File: config.mk
export PLATFORM = sky130hd
export DESIGN_NAME = feature_reader_flat
export DESIGN_NICKNAME = d
export VERILOG_FILES = /design/src/rtl/gat_pkg.sv /design/src/rtl/feature_reader_if.sv /design/src/rtl/sync_fifo.sv /design/src/rtl/feature_reader.sv /design/src/flat_wrapper.sv
export SDC_FILE = /design/constraint.sdc
export NUM_CORES = 1
export LEC_CHECK = 0
export BUFFER_PORTS_ARGS = -buffer_cell sky130_fd_sc_hd__buf_2
export CAP_MARGIN = 30
export CORE_ASPECT_RATIO = 0.7
export CORE_MARGIN = 2
export CORE_UTILIZATION = 45
export CTS_CLUSTER_SIZE = 40
export DETAILED_ROUTE_END_ITERATION = 10
export GPL_TIMING_DRIVEN = 0
export HOLD_SLACK_MARGIN = 0.1
export PLACE_DENSITY = 0.69
export RECOVER_POWER = 25
export SLEW_MARGIN = 25
export SYNTH_ARGS = -nofsm -noshare
export SYNTH_HDL_FRONTEND = slang
export SYNTH_SLANG_ARGS = --single-unit
File: constraint.sdc
create_clock -name clk -period 4.38 [get_ports clk]
set_input_delay 0.438 -clock clk [delete_from_list [all_inputs] [get_ports clk]]
set_output_delay 0.438 -clock clk [all_outputs]
set_load 0.1 [all_outputs]
File: src/rtl/gat_pkg.sv
// Shared sizing and state definitions for the GAT new-feature buffer readers.
package gat_pkg;

  localparam int NEW_FEATURE_WIDTH  = 32;
  localparam int NUM_FEATURE_OUT    = 16;
  localparam int NUM_SUBGRAPHS      = 2708;
  localparam int NEW_FEATURE_DEPTH  = NUM_SUBGRAPHS * NUM_FEATURE_OUT;
  localparam int NEW_FEATURE_ADDR_W = $clog2(NEW_FEATURE_DEPTH);
  localparam int LABEL_W            = $clog2(NUM_FEATURE_OUT);

  typedef enum logic [1:0] {
    IDLE,
    READ,
    DRAIN
  } reader_state_t;

endpackage

File: src/rtl/feature_reader_if.sv
// Valid/ready feature stream leaving the reader, one node per packet.
interface feature_reader_if #(
  parameter int WIDTH = gat_pkg::NEW_FEATURE_WIDTH
);

  logic [WIDTH-1:0] feat_out_data;
  logic             feat_out_vld;
  logic             feat_out_rdy;
  logic             feat_out_last;

  modport master (
    output feat_out_data,
    output feat_out_vld,
    output feat_out_last,
    input  feat_out_rdy
  );

  modport slave (
    input  feat_out_data,
    input  feat_out_vld,
    input  feat_out_last,
    output feat_out_rdy
  );

endinterface

File: src/rtl/sync_fifo.sv
// First-word fall-through FIFO; the head entry is always visible on pop_data.
module sync_fifo #(
  parameter  int WIDTH = 8,
  parameter  int DEPTH = 4,
  localparam int PTR_W = (DEPTH > 1) ? $clog2(DEPTH) : 1,
  localparam int OCC_W = $clog2(DEPTH + 1)
) (
  input  logic             clk,
  input  logic             rst_n,
  input  logic             push,
  input  logic [WIDTH-1:0] push_data,
  input  logic             pop,
  output logic [WIDTH-1:0] pop_data,
  output logic [OCC_W-1:0] occ,
  output logic             full,
  output logic             empty
);

  logic [WIDTH-1:0] mem [DEPTH];
  logic [PTR_W-1:0] wr_ptr;
  logic [PTR_W-1:0] rd_ptr;
  logic             do_push;
  logic             do_pop;

  function automatic logic [PTR_W-1:0] next_ptr(input logic [PTR_W-1:0] p);
    return (p == PTR_W'(DEPTH - 1)) ? '0 : p + 1'b1;
  endfunction

  assign full     = (occ == OCC_W'(DEPTH));
  assign empty    = (occ == '0);
  assign do_push  = push && !full;
  assign do_pop   = pop && !empty;
  assign pop_data = mem[rd_ptr];

  always_ff @(posedge clk) begin
    if (!rst_n) begin
      wr_ptr <= '0;
      rd_ptr <= '0;
      occ    <= '0;
    end else begin
      if (do_push) wr_ptr <= next_ptr(wr_ptr);
      if (do_pop)  rd_ptr <= next_ptr(rd_ptr);
      case ({do_push, do_pop})
        2'b10:   occ <= occ + 1'b1;
        2'b01:   occ <= occ - 1'b1;
        default: occ <= occ;
      endcase
    end
  end

  // Storage carries no reset; only pointers and occupancy define what is valid.
  always_ff @(posedge clk) begin
    if (do_push) mem[wr_ptr] <= push_data;
  end

endmodule

File: src/rtl/feature_reader.sv
// Drains the new-feature BRAM after gat_ready rises, streaming every word with a
// per-node last marker and an on-the-fly argmax class label.
module feature_reader #(
  parameter  int NEW_FEATURE_WIDTH  = gat_pkg::NEW_FEATURE_WIDTH,
  parameter  int NUM_FEATURE_OUT    = gat_pkg::NUM_FEATURE_OUT,
  parameter  int NUM_SUBGRAPHS      = gat_pkg::NUM_SUBGRAPHS,
  parameter  int BRAM_RD_LATENCY    = 2,
  parameter  int FIFO_DEPTH         = 4,
  localparam int NEW_FEATURE_DEPTH  = NUM_SUBGRAPHS * NUM_FEATURE_OUT,
  localparam int NEW_FEATURE_ADDR_W = $clog2(NEW_FEATURE_DEPTH),
  localparam int LABEL_W            = $clog2(NUM_FEATURE_OUT)
) (
  input  logic                          clk,
  input  logic                          rst_n,
  input  logic                          gat_ready,
  output logic [NEW_FEATURE_ADDR_W-1:0] feat_bram_addrb,
  output logic                          feat_bram_enb,
  input  logic [NEW_FEATURE_WIDTH-1:0]  feat_bram_doutb,
  feature_reader_if.master              feat_out,
  output logic [LABEL_W-1:0]            label_o,
  output logic                          label_vld,
  output logic                          busy_o,
  output logic                          done_o
);

  import gat_pkg::*;

  localparam int LAT    = BRAM_RD_LATENCY;
  localparam int OCC_W  = $clog2(FIFO_DEPTH + 1);
  localparam int NODE_W = (NUM_SUBGRAPHS > 1) ? $clog2(NUM_SUBGRAPHS) : 1;

  reader_state_t                   state;
  logic                            gat_ready_q;
  logic [NEW_FEATURE_ADDR_W-1:0]   rd_addr;
  logic [LABEL_W-1:0]              issue_beat;
  logic [LABEL_W-1:0]              out_beat;
  logic [NODE_W-1:0]               node_cnt;
  logic [LAT-1:0]                  vld_sr;
  logic [LAT-1:0]                  last_sr;
  logic [OCC_W-1:0]                inflight;
  logic [OCC_W-1:0]                occ;
  logic                            fifo_full;
  logic                            fifo_empty;
  logic [NEW_FEATURE_WIDTH:0]      fifo_head;
  logic [NEW_FEATURE_WIDTH-1:0]    max_val;
  logic [LABEL_W-1:0]              max_idx;
  logic                            issue;
  logic                            issue_last;
  logic                            push;
  logic                            pop;
  logic                            beat_wins;
  logic                            final_pop;

  // Credit covers both buffered and in-flight words so a returning read always has a slot.
  assign issue = (state == READ) &&
                 ((OCC_W+1)'(occ) + (OCC_W+1)'(inflight) < (OCC_W+1)'(FIFO_DEPTH));
  assign issue_last      = (issue_beat == LABEL_W'(NUM_FEATURE_OUT - 1));
  assign feat_bram_enb   = issue;
  assign feat_bram_addrb = rd_addr;

  assign push = vld_sr[LAT-1];
  assign pop  = feat_out.feat_out_vld && feat_out.feat_out_rdy;

  assign feat_out.feat_out_vld  = !fifo_empty;
  assign feat_out.feat_out_data = fifo_empty ? '0 : fifo_head[NEW_FEATURE_WIDTH-1:0];
  assign feat_out.feat_out_last = !fifo_empty && fifo_head[NEW_FEATURE_WIDTH];

  assign beat_wins = (feat_out.feat_out_data > max_val);
  assign final_pop = pop && feat_out.feat_out_last &&
                     (node_cnt == NODE_W'(NUM_SUBGRAPHS - 1));

  sync_fifo #(
    .WIDTH (NEW_FEATURE_WIDTH + 1),
    .DEPTH (FIFO_DEPTH)
  ) u_fifo (
    .clk       (clk),
    .rst_n     (rst_n),
    .push      (push),
    .push_data ({last_sr[LAT-1], feat_bram_doutb}),
    .pop       (pop),
    .pop_data  (fifo_head),
    .occ       (occ),
    .full      (fifo_full),
    .empty     (fifo_empty)
  );

  always_ff @(posedge clk) begin
    if (!rst_n) begin
      state       <= IDLE;
      gat_ready_q <= 1'b0;
      rd_addr     <= '0;
      issue_beat  <= '0;
      busy_o      <= 1'b0;
      done_o      <= 1'b0;
    end else begin
      gat_ready_q <= gat_ready;
      done_o      <= 1'b0;
      case (state)
        IDLE: begin
          if (gat_ready && !gat_ready_q) begin
            state      <= READ;
            rd_addr    <= '0;
            issue_beat <= '0;
            busy_o     <= 1'b1;
          end
        end
        READ: begin
          if (issue) begin
            rd_addr    <= rd_addr + 1'b1;
            issue_beat <= issue_last ? '0 : issue_beat + 1'b1;
            if (rd_addr == NEW_FEATURE_ADDR_W'(NEW_FEATURE_DEPTH - 1)) state <= DRAIN;
          end
        end
        DRAIN: begin
          if (final_pop && (inflight == '0) && (occ == OCC_W'(1))) begin
            state  <= IDLE;
            busy_o <= 1'b0;
            done_o <= 1'b1;
          end
        end
        default: state <= IDLE;
      endcase
    end
  end

  // Tags each BRAM slot as it comes back; a reset clears the tags so stale reads are dropped.
  always_ff @(posedge clk) begin
    if (!rst_n) begin
      vld_sr   <= '0;
      last_sr  <= '0;
      inflight <= '0;
    end else begin
      vld_sr[0]  <= issue;
      last_sr[0] <= issue && issue_last;
      for (int i = 1; i < LAT; i++) begin
        vld_sr[i]  <= vld_sr[i-1];
        last_sr[i] <= last_sr[i-1];
      end
      inflight <= inflight + OCC_W'(issue) - OCC_W'(push);
    end
  end

  always_ff @(posedge clk) begin
    if (!rst_n) begin
      out_beat  <= '0;
      node_cnt  <= '0;
      max_val   <= '0;
      max_idx   <= '0;
      label_o   <= '0;
      label_vld <= 1'b0;
    end else begin
      label_vld <= 1'b0;
      if (pop) begin
        if (feat_out.feat_out_last) begin
          out_beat  <= '0;
          node_cnt  <= (node_cnt == NODE_W'(NUM_SUBGRAPHS - 1)) ? '0 : node_cnt + 1'b1;
          label_o   <= (out_beat == '0) ? '0 : (beat_wins ? out_beat : max_idx);
          label_vld <= 1'b1;
        end else begin
          out_beat <= out_beat + 1'b1;
        end
        // Strict compare keeps the lowest index on ties.
        if (out_beat == '0) begin
          max_val <= feat_out.feat_out_data;
          max_idx <= '0;
        end else if (beat_wins) begin
          max_val <= feat_out.feat_out_data;
          max_idx <= out_beat;
        end
      end
    end
  end

  assert property (@(posedge clk) disable iff (!rst_n) !(push && fifo_full));

endmodule

File: src/flat_wrapper.sv
// flat-port wrapper written by rule: the top's interface ports become plain ports
module feature_reader_flat import gat_pkg::*;
#(
  parameter  int NEW_FEATURE_WIDTH  = gat_pkg::NEW_FEATURE_WIDTH,
  parameter  int NUM_FEATURE_OUT    = gat_pkg::NUM_FEATURE_OUT,
  parameter  int NUM_SUBGRAPHS      = gat_pkg::NUM_SUBGRAPHS,
  parameter  int BRAM_RD_LATENCY    = 2,
  parameter  int FIFO_DEPTH         = 4,
  localparam int NEW_FEATURE_DEPTH  = NUM_SUBGRAPHS * NUM_FEATURE_OUT,
  localparam int NEW_FEATURE_ADDR_W = $clog2(NEW_FEATURE_DEPTH),
  localparam int LABEL_W            = $clog2(NUM_FEATURE_OUT)
)
  (clk, rst_n, gat_ready, feat_bram_addrb, feat_bram_enb, feat_bram_doutb, label_o, label_vld, busy_o, done_o, feat_out_feat_out_data, feat_out_feat_out_vld, feat_out_feat_out_last, feat_out_feat_out_rdy);
  feature_reader_if #(.WIDTH((32))) feat_out_i ();
  input  logic clk;
  input  logic rst_n;
  input  logic gat_ready;
  output logic [NEW_FEATURE_ADDR_W-1:0] feat_bram_addrb;
  output logic feat_bram_enb;
  input  logic [NEW_FEATURE_WIDTH-1:0] feat_bram_doutb;
  output logic [LABEL_W-1:0] label_o;
  output logic label_vld;
  output logic busy_o;
  output logic done_o;
  output wire logic [$bits(feat_out_i.feat_out_data)-1:0] feat_out_feat_out_data;
  output wire logic [$bits(feat_out_i.feat_out_vld)-1:0] feat_out_feat_out_vld;
  output wire logic [$bits(feat_out_i.feat_out_last)-1:0] feat_out_feat_out_last;
  input wire logic [$bits(feat_out_i.feat_out_rdy)-1:0] feat_out_feat_out_rdy;
  assign feat_out_feat_out_data = feat_out_i.feat_out_data;
  assign feat_out_feat_out_vld = feat_out_i.feat_out_vld;
  assign feat_out_feat_out_last = feat_out_i.feat_out_last;
  assign feat_out_i.feat_out_rdy = feat_out_feat_out_rdy;
  feature_reader #(.NEW_FEATURE_WIDTH(NEW_FEATURE_WIDTH), .NUM_FEATURE_OUT(NUM_FEATURE_OUT), .NUM_SUBGRAPHS(NUM_SUBGRAPHS), .BRAM_RD_LATENCY(BRAM_RD_LATENCY), .FIFO_DEPTH(FIFO_DEPTH)) u_core (.clk(clk), .rst_n(rst_n), .gat_ready(gat_ready), .feat_bram_addrb(feat_bram_addrb), .feat_bram_enb(feat_bram_enb), .feat_bram_doutb(feat_bram_doutb), .feat_out(feat_out_i), .label_o(label_o), .label_vld(label_vld), .busy_o(busy_o), .done_o(done_o));
endmodule
Word level (Yosys, flattened, before mapping)
Memory sizes are Yosys's and may differ from the RTL's. A register that Yosys moved wholly into a read port is not among the register bits.
Index checks and enable logic that the tools add are counted.
- $add $sub $neg: 11
- $lt $le $gt $ge: 2
- reductions and logical operators: 29
- equality and inequality tests: 15
- multiplexer cells: 31
- operators with widths (cell ; count):
    $mux 32 ; 3
    $gt 32x32->1 ; 1
    $mux 16 ; 2
    $pmux 16 s2 ; 1
    $mux 4 ; 6
    $add 16x1->16 const B ; 1
    $eq 16x16->1 const B ; 1
    $mux 2 ; 8
    $add 12x1->12 const B ; 1
    $eq 12x12->1 const B ; 1
    $mux 12 ; 1
    $logic_and 1x1->1 ; 11
    $add 4x1->4 const B ; 2
    $eq 2x2->1 const B ; 4
    $pmux 4 s2 ; 1
    $reduce_and 2->1 ; 4
    $reduce_bool 2->1 ; 4
    $logic_not 3->1 ; 2
    $mux 1 ; 6
    $ne 2x1->1 const B ; 3
    $pmux 2 s3 ; 1
    $pmux 3 s2 ; 1
    $reduce_and 3->1 ; 2
    $add 2x1->2 const B ; 2
    other kinds (16) ; 19
- memories kept: 1
- bits in writable memories: 132
- flip-flop bits (word level): 96
- memories (memory ; depth ; width ; rd ports ; clocked after memory_dff ; wr ports ; RTL line ; source):
    u_core.u_fifo.mem ; 4 ; 33 ; 1 ; 1 ; 1 ; sync_fifo.sv:19 ; logic [WIDTH-1:0] mem [DEPTH];

Longest topological paths before layout
Gate-level depths: netlist of run 1.
- depth after elaboration: 9
- gate-level depth with buffers: 15

Hierarchy
A second synthesis of run 1 with hierarchy kept.
- cell total of the unflattened synthesis: 819
- area total of the unflattened synthesis: 10283.6 µm²
- modules (own cells, without submodules) (module ; cells each ; instances ; sequential area each (µm²) ; area each (µm²)):
    sync_fifo ; 229 ; 1 ; 4144.0 ; 5302.6
    feature_reader ; 590 ; 1 ; 1781.7 ; 4981.0

Worst setup path after synthesis of run 1
OpenSTA, ideal clock, no wires.
- kind: register to register
- start point: register u_core.u_fifo.occ[0]
- end point: register u_core.max_val[10]
- cell stages (with the launch flop): 16
- period minus slack after synthesis: 4.914 ns
- setup slack: -0.534 ns
- arrival time: 4.842 ns
- cell sequence: dfxtp_1 -> inv_1 -> ha_1 -> nand2b_1 -> clkbuf_1 -> clkbuf_1 -> and2_1 -> ha_1 -> nand2_1 -> o21ai_0 -> o2bb2ai_1 -> o31a_1 -> buf_6 -> o31ai_4 -> buf_8 -> mux2i_1
- elaborated cells between the ends (all ways): 9
- classes of those cells: 1 x order compare; 3 x mux; 5 x reduce/logical
- RTL lines (what ; RTL line ; source):
    start: declaration ; sync_fifo.sv:14 ; output logic [OCC_W-1:0] occ,
    start signal: assignment ; sync_fifo.sv:44 ; 2'b10: occ <= occ + 1'b1;
    start signal: assignment ; sync_fifo.sv:45 ; 2'b01: occ <= occ - 1'b1;
    $logic_not 3->1 ; sync_fifo.sv:30 ; assign empty = (occ == '0);
    $logic_not 1->1 ; feature_reader.sv:64 ; assign feat_out.feat_out_vld = !fifo_empty;
    named net feat_out_feat_out_vld ; flat_wrapper.sv:26 ; output wire logic [$bits(feat_out_i.feat_out_vld)-1:0] feat_out_feat_out_vld;
    $logic_and 1x1->1 ; feature_reader.sv:62 ; assign pop = feat_out.feat_out_vld && feat_out.feat_out_rdy;
    $reduce_and 2->1 (no line) ; - ;
    end signal: assignment ; feature_reader.sv:164 ; max_val <= feat_out.feat_out_data;
    end signal: assignment ; feature_reader.sv:167 ; max_val <= feat_out.feat_out_data;
    end: declaration ; feature_reader.sv:45 ; logic [NEW_FEATURE_WIDTH-1:0] max_val;
The timed path passes the listed nets, and every way through them passes these cells. The select of a mux whose other input is x is not followed.
A chain may end at the register's enable or synchronous reset.

==> run_results.csv, run 1 <==
group,metric,value,unit
power_and_ir_drop,cellPowerDensity,682,nW/µm²
place,port_buffers,92,
die,die_y,130,µm
synth,syn_avg_cell_area,12.5,µm²
setup_path,endpoint,"u_core.max_val[6]$_SDFFE_PN0P_",
setup_path,worstPathRequired,4.80,ns
sta,slew_headroom,53.4,%
global_routing,grt_pass1_vias,6132,
layout,area_growth,15.8,%
setup_path,crit_path_end_kind,"flop",
setup_path,r2r.worst_path.cells,13,
setup_path,cpPeakStageDelay,0.58,ns
setup_path,worstPathCellList,"clkbuf_1, clkbuf_1, mux4_2, and2_2, ha_1, nand2_1, o21ai_0, o2bb2ai_1, o31a_1, buf_6, o31ai_4, buf_8, mux2i_1",
synth,synth_seq_cells,230,
die,rows,46,
global_routing,grt_use_met2,26.5,%
power_and_ir_drop,p_leak,4.46,nW
layout,multi_input_comb_area,3930,µm²
power_and_ir_drop,sw_frac_of_total,43.7,%
routing,via_count,6447,
die,coreArea,22400,µm²
setup_path,r2r_slack,0.24,ns
setup_path,crit_cells,13,
sta,worst_pin_slew,0.699,ns
die,start_util,45.4,%
layout,fillCellCount,1950,
setup_path,cp_top_family,"buffers and inverters",
synth,syn_nets,904,
synth,synth_xor_area_share,2.40,%
synth,synth.top_cells.by_count,"edfxtp_1 (132), nand2_1 (107), dfxtp_1 (98)",
setup_path,path_class,"reg -> reg",
synth,synth_cell_types,57,
synth,synthTopCellsByArea,"edfxtp_1 (39%), dfxtp_1 (19%), mux4_2 (7.3%), ha_1 (6.3%), nand2_1 (3.9%)",
synth,synth.top_cell.area_share,38.9,%
setup_path,crit_fanout,10,
global_routing,use_met3,3.13,%
sta,tns,0,ns
routing,wl_per_cell,16.6,µm
outcome,status,"finished, final reports clean",
die,ios,94,
cts,cts_max_path_buffers,3,
sta,slew_violations,0,
place,gp_congestion,0.795,
power_and_ir_drop,combinationalPowerShare,46.5,%
sta,rsz0062_at_grt,"false",
synth,yosysWarnings,0,
setup_path,critPathBufInv,4,
global_routing,antenna_found_initial,1,
synth,synth.cell_area,10200,µm²
sta,worst_slack,0.241,ns
die,die_w,184,µm
cts,clkLatencyLatePin,0.51,ns
power_and_ir_drop,switchingPower,3.52,mW
power_and_ir_drop,power,8.06,mW
routing,avgViaCountPerCell,5.20,
worst_hold_path,hold_depth,2,
cts,cts_tree,"done",
worst_hold_path,hp-class,"in -> reg",
setup_path,arrival,4.56,ns
sta,min_period,4.14,ns
synth,async_flop_share,0,%
place,post-place-ws,0.0381,ns
routing,drt_iter0_markers,452,
cts,cts_buffers,23,
die,dieArea,23900,µm²
synth,yosysTopAreaCell,"edfxtp_1",
global_routing,grt_max_degree,25,
power_and_ir_drop,p_clk_share,23.3,%
synth,synth_compound_area_share,5.23,%
power_and_ir_drop,p_seq_share,30.2,%
setup_path,cp_common_cell,"clkbuf_1",
global_routing,grt_usage,17.5,%
global_routing,overflow,0,
setup_path,startpoint_type,"flop",
sta,finalSetupViolations,0,
cts,cts_root_buffer,"clkbuf_16",
sta,fin_crit_sh,94.5,%
global_routing,gr-max-usage-layer,"met2",
global_routing,grt_pass1_wl,33000,µm
global_routing,grtUsageMet1,26.1,%
cts,post_cts.repair.setup_buffers,0,
cts,clk_pin_slew,0.06,ns
cts,htreeDepth,1,
synth,synth-adder-area-share,6.45,%
routing,drc,0,
synth,post-synth-top-count-cell,"edfxtp_1",
cts,clock_sinks,230,
setup_path,reg2reg_to,"u_core.max_val[6]$_SDFFE_PN0P_",
sta,skew,0.0215,ns
routing,antenna_left,0,
routing,drtPass1Iterations,4,
routing,finalWirelength,20600,µm
synth,synth-edff-count,132,
layout,final_nets,1025,
cts,cts_hold_buf,0,
synth,muxShareOfSynthArea,10.6,%
place,place_hpwl,14400,µm
sta,final_hold_viol_count,0,
power_and_ir_drop,p_int,4.53,mW
synth,synth_cells,816,
synth,ys.flop_type,"edfxtp_1",
job,max_cap_viol_count,0,
synth,synthSimpleGateAreaFrac,13.7,%
power_and_ir_drop,ir_worst_vdd,0.000798,V
setup_path,cp_slowest_cell,"clkbuf_1",
synth,synth_top_family_by_area,"simple AND/OR/NAND/NOR gates",
layout,regArea,5930,µm²
layout,drive_above_1_share,17.1,%
synth,ys_seq_area_share,58.1,%
sta,fmax,242,MHz
==> worst register-to-register path: cells and delay by family, from the launching register on <==
kind	cells	cell delay, ns
buf+inv	4	1.26
compound gates	4	1.21
mux	2	0.61
simple gates	2	0.38
flops	1	0.31
fa+ha+maj	1	0.30
==> through the flow <==
stage | hold slack, ns | area (µm²) | utilization (%) | std cells
floorplan | 0.412 | 10200 | - | 816
global placement | 0.416 | 11000 | 49.1 | 1196
detailed placement | 0.431 | 11100 | 49.6 | 1200
CTS | 0.124 | 11800 | 52.7 | 1240
global route | 0.161 | 11800 | 52.6 | 1240
finish | 0.153 | 11800 | 52.6 | 1241
==> flip-flops by register name (all words and copies together), names as in the netlist, 3 cells and up, named ones only <==
name,flops
u_core.label_o,4
u_core.max_val,32
u_core.node_cnt,12
u_core.out_beat,4
u_core.max_idx,4
u_core.u_fifo.mem,132
u_core.u_fifo.occ,3
u_core.inflight,3
u_core.feat_bram_addrb,16
u_core.issue_beat,4
==> cell usage in the layout, fill, tap and decap left out, types with 4 or more instances in the layout <==
| master | synthesis | final |
|---|---|---|
| nand3_1 | 12 | 12 |
| and3_2 | 1 | 5 |
| and3_1 | 17 | 13 |
| xnor2_1 | 9 | 9 |
| nor2_1 | 46 | 46 |
| clkbuf_16 | 0 | 23 |
| dfxtp_1 | 98 | 98 |
| clkbuf_1 | 26 | 58 |
| nand4_1 | 17 | 17 |
| edfxtp_1 | 132 | 132 |
| clkinv_2 | 0 | 4 |
| mux4_2 | 33 | 33 |
| and4_1 | 4 | 4 |
| o21ai_0 | 11 | 11 |
| inv_1 | 47 | 47 |
| nor2b_1 | 5 | 5 |
| mux2i_1 | 34 | 34 |
| and2_2 | 0 | 4 |
| a21oi_1 | 30 | 30 |
| buf_2 | 4 | 69 |
| nand2_1 | 107 | 107 |
| xor2_1 | 19 | 19 |
| o211ai_1 | 6 | 6 |
| or3_1 | 6 | 6 |
| nor3_1 | 11 | 11 |
| and2_1 | 43 | 39 |
| ha_1 | 51 | 51 |
==> cell type report <==
type                    instances  area share, %
clock buffers                  32           5.25
well taps                     288           3.05
diodes                          1         0.0212
clock inverters                 8          0.784
repair buffers                 96           4.42
flip-flops and latches        230           50.2
multi-input cells             504           33.3
inverters                      47           1.49
plain buffers                  35           1.54
==> logic make-up after synthesis <==
| logic type | Yosys count |
|---|---|
| buffers and inverters | 82 |
| adders and majority gates | 52 |
| DFF | 230 |
| and+or+nand+nor | 281 |
| xor gates and xnor gates | 28 |
| AOI/OAI and AO/OA | 76 |
| muxes | 67 |
==> power groups by stage <==
| stage | clock [mW] | combinational, mW | sequential, mW |
|---|---|---|---|
| finish | 1.88 | 3.74 | 2.43 |
| global route | 2.01 | 4.01 | 2.44 |
| CTS | 1.93 | 3.76 | 2.43 |
| floorplan | 0 | 2.98 | 2.50 |
| global placement | 0 | 3.72 | 2.48 |
| detailed placement | 0 | 3.74 | 2.48 |
==> worst min path at each step <==
stage	from	to	slack [ns]
final	gat_ready	u_core.gat_ready_q$_SDFF_PN0_	0.15
after detailed placement	u_core.vld_sr[0]$_SDFF_PN0_	u_core.vld_sr[1]$_SDFF_PN0_	0.43
after global routing	feat_bram_doutb[6]	u_core.u_fifo.mem[1][6]$_DFFE_PP_	0.16
after floorplan	u_core.last_sr[0]$_SDFF_PN0_	u_core.last_sr[1]$_SDFF_PN0_	0.41
after CTS	feat_bram_doutb[29]	u_core.u_fifo.mem[2][29]$_DFFE_PP_	0.12
after global placement	u_core.vld_sr[0]$_SDFF_PN0_	u_core.vld_sr[1]$_SDFF_PN0_	0.42
==> repair_timing <==
item,CTS,global route
endpoints found under the hold margin,0,0
gates resized for setup,0,4
endpoints found under the setup margin,0,32
==> routing by layer <==
layer	wire length [µm]	part of all wire, %
met1	10200	49
met2	8830	43
met3	1190	5.8
met4	425	2.1
met5	0	0
Note: power is estimated with default switching activity, not from simulation.
==> run 2, diff against run 1 <==
--- a/config.mk
+++ b/config.mk
@@ -12,6 +12,7 @@
 export CORE_UTILIZATION = 45
 export CTS_CLUSTER_SIZE = 40
 export DETAILED_ROUTE_END_ITERATION = 10
+export GPL_ROUTABILITY_DRIVEN = 0
 export GPL_TIMING_DRIVEN = 0
 export HOLD_SLACK_MARGIN = 0.1
 export PLACE_DENSITY = 0.69
==> constraint.sdc (replaced) <==
create_clock -name clk -period 3.9 [get_ports clk]
set_input_delay 0.39 -clock clk [delete_from_list [all_inputs] [get_ports clk]]
set_output_delay 0.39 -clock clk [all_outputs]
set_load 0.1 [all_outputs]
==> run 2 against run 1 <==
Net effect:
- cell area increased by 3.3%
- sequential power increased by 12%
- register-to-register slack got worse by 0.06 ns
- cell count increased by 2.4%
- sequential share of layout area decreased by 1.6 points
- non-clock buffer count increased by 28
- utilization increased by 1.7 points
- clock-buffer cell count unchanged
- die area unchanged
- highest routed layer unchanged
==> run_results.csv, run 2 (synthesis gave the netlist of run 1 again) <==
group,metric,value,unit
outcome,status,"finished, final reports clean",
setup_path,worstPathRequired,4.32,ns
layout,regArea,5930,µm²
cts,htreeDepth,1,
die,die_w,184,µm
setup_path,cp_slowest_cell,"buf_2",
setup_path,r2r.worst_path.cells,14,
setup_path,r2r_slack,0.18,ns
sta,rsz0062_at_grt,"false",
cts,cts_buffers,23,
worst_hold_path,min_to,"u_core.u_fifo.mem[3][6]$_DFFE_PP_",
setup_path,critPathBufInv,5,
setup_path,crit_path_end_kind,"flop",
sta,slew_headroom,63.3,%
power_and_ir_drop,ir_worst_vdd,0.000785,V
routing,antenna_left,0,
routing,wl_per_cell,16.8,µm
sta,fin_crit_sh,95.3,%
routing,drc,0,
global_routing,grt_max_degree,25,
layout,final_common_cell,"edfxtp_1",
global_routing,grt_usage,18.2,%
layout,top_register,"u_core.u_fifo.mem",
die,start_util,45.4,%
place,place_hpwl,14500,µm
die,dieArea,23900,µm²
job,max_cap_viol_count,0,
sta,finalSetupViolations,0,
setup_path,reg2reg_to,"u_core.max_val[13]$_SDFFE_PN0P_",
global_routing,grt_pass1_wl,34100,µm
cts,clock_sinks,230,
die,rows,46,
global_routing,antenna_found_initial,1,
cts,clk_pin_slew,0.06,ns
sta,min_period,3.72,ns
place,port_buffers,92,
setup_path,cp_top_family,"buffers and inverters",
sta,tns,0,ns
power_and_ir_drop,p_leak,4.64,nW
setup_path,startpoint_type,"flop",
layout,utilization,54.3,%
routing,finalWirelength,21300,µm
routing,drtPass1Iterations,5,
setup_path,crit_fanout,10,
layout,largest_register_ffs,132,
setup_path,worstPathCellList,"clkbuf_1, buf_2, mux4_2, and2_2, ha_1, and4_1, and4bb_2, a21boi_1, o31a_1, buf_6, o31ai_4, buf_12, buf_8, mux2i_1",
setup_path,path_class,"reg -> reg",
routing,avgViaCountPerCell,5.24,
worst_hold_path,hp-start,"feat_bram_doutb[6]",
layout,multi_input_comb_area,3970,µm²
cts,cts_max_path_buffers,3,
routing,via_count,6662,
layout,fillCellCount,1927,
layout,final_nets,1053,
setup_path,crit_cells,14,
global_routing,overflow,0,
sta,worst_pin_slew,0.550,ns
layout,drive_above_1_share,20.1,%
sta,skew,0.0193,ns
cts,cts_tree,"done",
cts,clkLatencyLatePin,0.51,ns
layout,area_growth,19.6,%
die,coreArea,22400,µm²
die,ios,94,
sta,final_hold_viol_count,0,
global_routing,grt_pass1_vias,6270,
setup_path,arrival,4.14,ns
layout,design_area,12200,µm²
setup_path,cpPeakStageDelay,0.37,ns
worst_hold_path,hold_depth,1,
worst_hold_path,hp-class,"in -> reg",
cts,cts_root_buffer,"clkbuf_16",
sta,slew_violations,0,
place,place_area,11200,µm²
sta,fmax,269,MHz
routing,drt_iter0_markers,431,
layout,final_cell_mix,"edfxtp_1 (132), nand2_1 (107), dfxtp_1 (98)",
power_and_ir_drop,cellPowerDensity,763,nW/µm²
die,die_y,130,µm
[run 2: metrics by stage]
stage	hold WS [ns]	total power, mW	std cells	setup slack (ns)
2_1_floorplan	0.412	6.23	816	0.0318
3_3_place_gp	0.418	7.02	1196	-0.422
3_5_place_dp	0.419	7.04	1200	-0.466
4_1_cts	0.102	9.32	1270	0.0634
5_1_grt	0.177	9.77	1271	0.00633
6_report	0.169	9.31	1271	0.185
[run 2: worst max path at each step]
stage	endpoint	slack (ns)
floorplan	u_core.max_val[10]$_SDFFE_PN0P_	0.03
detailed placement	u_core.max_val[13]$_SDFFE_PN0P_	-0.47
CTS	u_core.max_val[13]$_SDFFE_PN0P_	0.06
global route	u_core.max_val[13]$_SDFFE_PN0P_	0.006
global placement	u_core.max_val[27]$_SDFFE_PN0P_	-0.42
finish	u_core.max_val[13]$_SDFFE_PN0P_	0.18
[run 2: repair_timing]
action / 4_1_cts / 5_1_grt
hold buffers: 25 / 0
buffers inserted: 3 / 0
pin swaps: 1 / 0
resized for setup: 5 / 18
endpoints found under the hold margin: 95 / 0
endpoints found under the setup margin: 38 / 38
[run 2: where the power goes]
group,switching [mW],internal [mW],leakage (nW)
Sequential,0.0695,2.66,1.98
Combinational,3.07,1.32,2.29
Clock,0.894,1.30,0.371
[run 2: final cells by class]
class | count | area share [%]
Multi-Input combinational cell | 504 | 32.5
Tap cell | 288 | 2.96
Antenna cell | 1 | 0.0205
Clock buffer | 32 | 5.33
Timing Repair Buffer | 124 | 6.50
Sequential cell | 230 | 48.6
Inverter | 47 | 1.45
Buffer | 35 | 1.78
Clock inverter | 10 | 0.852
[run 2: worst register-to-register path: cells and delay by family (launching register included)]
family,cells,cell delay (ns)
flops,1,0.31
buf+inv,5,1.18
fa+ha+maj,1,0.33
mux,2,0.58
compound gates,3,0.54
simple gates,3,0.70
[run 2: per-layer routing]
metal  vias to the layer above  wire length, µm  GRT usage [%]
met1                      3247            10800           27.6
met2                       146             9350           27.6
li1                       3241                -              -
met5                         -                0              0
met4                         0              371           4.33
met3                        28              866           3.04
